[config.mk]
export PLATFORM = sky130hd
export DESIGN_NAME = fifo_demux_p
export DESIGN_NICKNAME = d
export VERILOG_FILES = /design/src/rtl/fifo_demux_pkg.sv /design/src/rtl/fifo_demux_pack32.sv /design/src/rtl/fifo_demux_p.sv
export SDC_FILE = /design/constraint.sdc
export NUM_CORES = 1
export LEC_CHECK = 0
export CAP_MARGIN = 30
export CORE_MARGIN = 3
export CORE_UTILIZATION = 40
export DETAILED_ROUTE_END_ITERATION = 12
export GPL_TIMING_DRIVEN = 1
export HOLD_SLACK_MARGIN = 0.15
export PLACE_DENSITY = 0.8
export SYNTH_ARGS = -nofsm -noshare
export SYNTH_HDL_FRONTEND = slang
export SYNTH_SLANG_ARGS = --single-unit
[constraint.sdc]
create_clock -name clk -period 1.7 [get_ports clk]
set_input_delay 0.34 -clock clk [delete_from_list [all_inputs] [get_ports clk]]
set_output_delay 0.34 -clock clk [all_outputs]
set_load 0.005 [all_outputs]
[src/rtl/fifo_demux_pkg.sv]
// Shared definitions for the fifo_demux_p packet demultiplexer.
package fifo_demux_pkg;

    // Destination channel encoding carried on din_chan.
    typedef enum logic [1:0] {
        CHAN_A   = 2'd0,
        CHAN_B   = 2'd1,
        CHAN_C   = 2'd2,
        CHAN_BAD = 2'd3
    } chan_e;

    localparam int unsigned W_A = 8;
    localparam int unsigned W_B = 16;
    localparam int unsigned W_C = 32;

    // Empty-byte count of a 32-bit word whose upper half-word is absent.
    localparam logic [1:0] MTY_HALF = 2'd2;

endpackage

[src/rtl/fifo_demux_pack32.sv]
// Channel-2 16->32 packer: pairs half-words, first half-word in [15:0].
module fifo_demux_pack32
    import fifo_demux_pkg::*;
(
    input  logic           clk,
    input  logic           rst_n,
    input  logic           in_vld,
    input  logic [W_B-1:0] in_data,
    input  logic           in_sop,
    input  logic           in_eop,
    input  logic           in_mty,
    input  logic           flush,
    output logic [W_C-1:0] out_data,
    output logic           out_sop,
    output logic           out_eop,
    output logic [1:0]     out_mty,
    output logic           out_vld
);

    logic [W_B-1:0] lo_reg;
    logic           lo_vld;
    logic           lo_sop;
    logic           lo_live;

    // A flush discards the held half-word before the same-cycle beat is considered.
    assign lo_live = lo_vld && !flush;

    // Hold the first half-word, emit on the second or on an early eop.
    always_ff @(posedge clk or negedge rst_n) begin
        if (!rst_n) begin
            lo_reg   <= '0;
            lo_vld   <= 1'b0;
            lo_sop   <= 1'b0;
            out_data <= '0;
            out_sop  <= 1'b0;
            out_eop  <= 1'b0;
            out_mty  <= '0;
            out_vld  <= 1'b0;
        end else begin
            out_vld <= 1'b0;
            out_sop <= 1'b0;
            out_eop <= 1'b0;
            if (flush) begin
                lo_vld <= 1'b0;
            end
            if (in_vld) begin
                if (lo_live) begin
                    out_data <= {in_data, lo_reg};
                    out_vld  <= 1'b1;
                    out_sop  <= lo_sop;
                    out_eop  <= in_eop;
                    out_mty  <= in_eop ? {1'b0, in_mty} : 2'd0;
                    lo_vld   <= 1'b0;
                end else if (in_eop) begin
                    out_data <= {{(W_C - W_B){1'b0}}, in_data};
                    out_vld  <= 1'b1;
                    out_sop  <= in_sop;
                    out_eop  <= 1'b1;
                    out_mty  <= MTY_HALF + {1'b0, in_mty};
                    lo_vld   <= 1'b0;
                end else begin
                    lo_reg <= in_data;
                    lo_sop <= in_sop;
                    lo_vld <= 1'b1;
                end
            end
        end
    end

endmodule

[src/rtl/fifo_demux_p.sv]
// Three-way packet demultiplexer with per-channel width conversion.
// Optional per-channel packet counters: define FIFO_DEMUX_CNT_EN.
module fifo_demux_p
    import fifo_demux_pkg::*;
(
    input  logic           clk,
    input  logic           rst_n,
    input  logic [W_B-1:0] din,
    input  logic           din_sop,
    input  logic           din_eop,
    input  logic           din_mty,
    input  logic           din_vld,
    input  logic [1:0]     din_chan,
    output logic           din_rdy,
    output logic [W_A-1:0] data_a,
    output logic           data_a_sop,
    output logic           data_a_eop,
    output logic           data_a_vld,
    output logic [W_B-1:0] data_b,
    output logic           data_b_sop,
    output logic           data_b_eop,
    output logic           data_b_mty,
    output logic           data_b_vld,
    output logic [W_C-1:0] data_c,
    output logic           data_c_sop,
    output logic           data_c_eop,
    output logic           data_c_vld,
    output logic [1:0]     data_c_mty,
    output logic           err
`ifdef FIFO_DEMUX_CNT_EN
    ,
    output logic [15:0]    pkt_cnt_a,
    output logic [15:0]    pkt_cnt_b,
    output logic [15:0]    pkt_cnt_c
`endif
);

    chan_e          cur_chan;
    chan_e          eff_chan;
    logic           in_pkt;
    logic           hi_pend;
    logic [W_A-1:0] hi_byte;
    logic           hi_eop;
    logic           accept;
    logic           beat_ok;
    logic           overlap;
    logic           stray;
    logic           bad_sop;
    logic           take_a;
    logic           take_b;
    logic           take_c;

    assign din_rdy = !hi_pend;
    assign accept  = din_vld && din_rdy;

    // Beat classification: destination channel and protocol-error conditions.
    always_comb begin
        eff_chan = din_sop ? chan_e'(din_chan) : cur_chan;
        beat_ok  = accept && (din_sop || in_pkt);
        overlap  = accept && din_sop && in_pkt;
        stray    = accept && !din_sop && !in_pkt;
        bad_sop  = accept && din_sop && (chan_e'(din_chan) == CHAN_BAD);
        take_a   = beat_ok && (eff_chan == CHAN_A);
        take_b   = beat_ok && (eff_chan == CHAN_B);
        take_c   = beat_ok && (eff_chan == CHAN_C);
    end

    // Packet tracking: sop latches the channel, eop closes the packet.
    always_ff @(posedge clk or negedge rst_n) begin
        if (!rst_n) begin
            cur_chan <= CHAN_A;
            in_pkt   <= 1'b0;
        end else if (accept) begin
            if (din_sop) begin
                cur_chan <= chan_e'(din_chan);
                in_pkt   <= !din_eop;
            end else if (in_pkt && din_eop) begin
                in_pkt <= 1'b0;
            end
        end
    end

    // Channel 0: low byte on the accept cycle, high byte one cycle later.
    always_ff @(posedge clk or negedge rst_n) begin
        if (!rst_n) begin
            data_a     <= '0;
            data_a_sop <= 1'b0;
            data_a_eop <= 1'b0;
            data_a_vld <= 1'b0;
            hi_pend    <= 1'b0;
            hi_byte    <= '0;
            hi_eop     <= 1'b0;
        end else begin
            data_a_vld <= 1'b0;
            data_a_sop <= 1'b0;
            data_a_eop <= 1'b0;
            if (hi_pend) begin
                data_a     <= hi_byte;
                data_a_vld <= 1'b1;
                data_a_eop <= hi_eop;
                hi_pend    <= 1'b0;
            end else if (take_a) begin
                data_a     <= din[W_A-1:0];
                data_a_vld <= 1'b1;
                data_a_sop <= din_sop;
                data_a_eop <= din_eop && din_mty;
                if (!(din_eop && din_mty)) begin
                    hi_pend <= 1'b1;
                    hi_byte <= din[W_B-1:W_A];
                    hi_eop  <= din_eop;
                end
            end
        end
    end

    // Channel 1: registered passthrough.
    always_ff @(posedge clk or negedge rst_n) begin
        if (!rst_n) begin
            data_b     <= '0;
            data_b_sop <= 1'b0;
            data_b_eop <= 1'b0;
            data_b_mty <= 1'b0;
            data_b_vld <= 1'b0;
        end else begin
            data_b_vld <= 1'b0;
            data_b_sop <= 1'b0;
            data_b_eop <= 1'b0;
            if (take_b) begin
                data_b     <= din;
                data_b_vld <= 1'b1;
                data_b_sop <= din_sop;
                data_b_eop <= din_eop;
                data_b_mty <= din_mty;
            end
        end
    end

    // Protocol-error pulse, aligned with the output stage.
    always_ff @(posedge clk or negedge rst_n) begin
        if (!rst_n) begin
            err <= 1'b0;
        end else begin
            err <= overlap || stray || bad_sop;
        end
    end

    // A sop inside an open packet aborts any half-word held by the packer.
    fifo_demux_pack32 u_pack32 (
        .clk      (clk),
        .rst_n    (rst_n),
        .in_vld   (take_c),
        .in_data  (din),
        .in_sop   (din_sop),
        .in_eop   (din_eop),
        .in_mty   (din_mty),
        .flush    (overlap),
        .out_data (data_c),
        .out_sop  (data_c_sop),
        .out_eop  (data_c_eop),
        .out_mty  (data_c_mty),
        .out_vld  (data_c_vld)
    );

`ifdef FIFO_DEMUX_CNT_EN
    // Per-channel packet counters, stepped on each emitted eop, wrapping.
    always_ff @(posedge clk or negedge rst_n) begin
        if (!rst_n) begin
            pkt_cnt_a <= '0;
            pkt_cnt_b <= '0;
            pkt_cnt_c <= '0;
        end else begin
            if (data_a_vld && data_a_eop) pkt_cnt_a <= pkt_cnt_a + 16'd1;
            if (data_b_vld && data_b_eop) pkt_cnt_b <= pkt_cnt_b + 16'd1;
            if (data_c_vld && data_c_eop) pkt_cnt_c <= pkt_cnt_c + 16'd1;
        end
    end
`endif

endmodule
==> qor.csv <==
stage,metric,value,unit
critical_path,endpoint_kind,flip-flop,
critical_path,crit_fanout,6,
timing,rsz0062_at_grt,true,
yosys,yosys_warnings,0,
critical_path,critPathRequiredTime,1960,ps
critical_path,ff2ff_setup_slack,-70,ps
cts,worstSkewPairLatency,350,ps
drt,wirelength,11100,um
timing,worst_slack,-74.6,ps
global_routing,grt_max_degree,39,
cts,cts_tree,done,
yosys,synth_fp_nets,302,
layout,fin_nets,461,
timing,hold_viol_final,0,
global_routing,grtUsageTotal,0.190,
timing,finalMaxSlewViolations,0,
cts,clock_path_buffers,2,
floorplanning,fp.dieH,107,um
drt,drc_errors,0,
critical_path,startpoint_type,flip-flop,
layout,fillers,730,
layout,largest_register_ffs,32,
global_routing,overflow,0,
drt,wl_per_cell,19.3,um
power,total_power,0.00862,W
global_routing,grt_pass1_wl,16800,um
drt,vias,2926,
power,ir_drop,0.735,mV
layout,antenna_cells,0,
yosys,synth.avg_cell_area,14.7,um^2
critical_path,rr_endpoint,data_a[4]$_DFFE_PN0P_,
yosys,synth_seq_area_share,0.612,
power,leakage,2.81,nW
layout,utilization,0.635,
drt,drtPass1Iterations,4,
cts,cts_made_buffers,9,
timing,slew_headroom,0.766,
timing,fmax,0.564,GHz
layout,seq_area,0.00250,mm^2
flow_run,cap_violations,0,
layout,final_common_cell,dfrtp_1,
floorplanning,ios,94,
critical_path,cp.arrival,2040,ps
timing,worst_pin_slew,341,ps
yosys,syn_area,0.00409,mm^2
run_status,violations,setup timing,
yosys,syn_inst,278,
drt,ant_nets,0,
place,globalplace.congestion,0.823,
cts,clockRootBuffer,clkbuf_8,
layout,final_cell_mix,"dfrtp_1 (99), clkdlybuf4s50_1 (88), mux2_2 (42), buf_4 (41), mux2_4 (35)",
place,placed_cell_area,0.00557,mm^2
layout,finalInstanceArea,0.00627,mm^2
floorplanning,core_area,0.00986,mm^2
place,portBuffers,93,
floorplanning,start_util,0.415,
floorplanning,die_area,0.0115,mm^2
floorplanning,rows,36,
critical_path,path_class,flip-flop to flip-flop,
place,hpwlAfterDp,7070,um
timing,post-route-period-util,1.04,
timing,fin_skew,9.09,ps
critical_path,worstRegToRegCells,9,
yosys,synth.distinct_cells,33,
worst_hold_path,hold_class,input port to async pin,
layout,multiInputGateArea,0.00170,mm^2
timing,period_needed,1770,ps
cts,cts.clk_slew.worst_paths,90,ps
drt,drt_iter0_markers,134,
cts,clock_sink_count,100,
floorplanning,die_w,107,um
yosys,ys_ff_latch,100,
timing,setup_viol,66,
layout,syn2layout_area_growth,53.1,%
run_status,status,"complete, but fails checks",
drt,viasPerCell,5.10,
critical_path,rr_startpoint,hi_pend$_DFF_PN0_,
global_routing,grt_pass1_vias,3091,
layout,drive_gt1_frac,0.429,
cts,cts_htree_levels,3,
global_routing,antenna_found_initial,0,
power,power_density,1380,mW/mm^2
area by class of cell:
type                    count  area share
repair buffers            161       0.269
clock buffers              12      0.0232
well taps                 133      0.0266
multi-input cells         160       0.271
inverters                   5     0.00339
flip-flops and latches    100       0.400
clock inverters             3     0.00739
cells in the mapped netlist:
| library cell | count | share of area |
|---|---|---|
| nor4b_1 | 1 | 0.0021 |
| mux2_2 | 69 | 0.19 |
| dfrtp_1 | 100 | 0.61 |
| a22o_1 | 16 | 0.034 |
| o21ai_4 | 1 | 0.0040 |
| inv_4 | 1 | 0.0015 |
| nor2_1 | 5 | 0.0046 |
| clkbuf_1 | 3 | 0.0028 |
| buf_2 | 7 | 0.0086 |
| o21ai_0 | 9 | 0.011 |
| a21oi_4 | 1 | 0.0040 |
| and2_1 | 2 | 0.0031 |
| nor2b_1 | 3 | 0.0046 |
| o22ai_1 | 1 | 0.0015 |
| buf_4 | 3 | 0.0055 |
| o21a_1 | 2 | 0.0037 |
| o211a_4 | 1 | 0.0043 |
| inv_1 | 4 | 0.0037 |
| o21ai_1 | 1 | 0.0012 |
| nand2_1 | 9 | 0.0083 |
| nor3_1 | 1 | 0.0012 |
| nand3b_1 | 1 | 0.0018 |
| a21oi_1 | 4 | 0.0049 |
| nand3_1 | 8 | 0.0098 |
| buf_6 | 1 | 0.0028 |
| nor2_2 | 1 | 0.0015 |
| nor3b_2 | 1 | 0.0031 |
| o211ai_1 | 2 | 0.0037 |
| mux2_4 | 8 | 0.029 |
| nand2b_4 | 1 | 0.0034 |
| o2bb2ai_1 | 1 | 0.0021 |
| nand3_4 | 1 | 0.0043 |
| mux2i_1 | 9 | 0.022 |
cells by family (layout without fill, tap and decap cells):
family	count (synthesis)	after routing	share of synthesized area
flip-flops	100	100	0.612
multiplexers	86	86	0.241
AO/OA/AOI/OAI	39	39	0.0746
AND/OR/NAND/NOR	34	35	0.0477
buffers and inverters	19	181	0.0248
through the flow:
step                      std cells  worst slack, ps  setup TNS, ps  hold slack [ps]
after floorplan                 278            -51.4           -411             44.4
after global placement          536             -536         -43280              282
after detailed placement        536             -597         -47790              285
after CTS                       565            -25.5           -333              452
after global routing            574             -141          -6110              485
final                           574            -74.6          -1960              462
layer usage:
layer,part of all wire,up-vias,track usage
met5,0,-,0
met4,0.017,0,0.0548
met3,0.043,16,0.0421
met2,0.52,82,0.317
met1,0.42,1518,0.248
li1,-,1310,-
how the worst max path moves through the flow:
stage / end / cells past startpoint / start
after floorplan: u_pack32.out_data[10]$_DFFE_PN0P_ / 7 / hi_pend$_DFF_PN0_
after global placement: u_pack32.out_data[6]$_DFFE_PN0P_ / 7 / din_sop
after detailed placement: u_pack32.out_data[6]$_DFFE_PN0P_ / 7 / din_sop
after CTS: data_b[12]$_DFFE_PN0P_ / 8 / hi_pend$_DFF_PN0_
after global routing: data_a[4]$_DFFE_PN0P_ / 9 / hi_pend$_DFF_PN0_
final: data_a[4]$_DFFE_PN0P_ / 9 / hi_pend$_DFF_PN0_
critical path: stages, from the launching register on:
cell and delay, ps:
dfrtp_2 420, buf_6 130, nor2b_4 110, buf_6 120, buf_6 100, o211ai_1 110, buf_4 180, buf_6 120
and2_4 180, o21ai_1 200
report_power, final:
group          leakage, nW  internal (W)  switching (W)
clock network       0.0931      0.000721       0.000789
registers             1.24       0.00327       0.000561
logic                 1.47       0.00228        0.00101
timing repair:
item	CTS	global route
setup buffers	10	7
resized for setup	37	47
cloned	3	2
endpoints found under the setup margin	86	85
pin swaps	2	9
hold buffers	1	0
endpoints found under the hold margin	24	0
No activity file was read; power rests on OpenSTA's default activity.
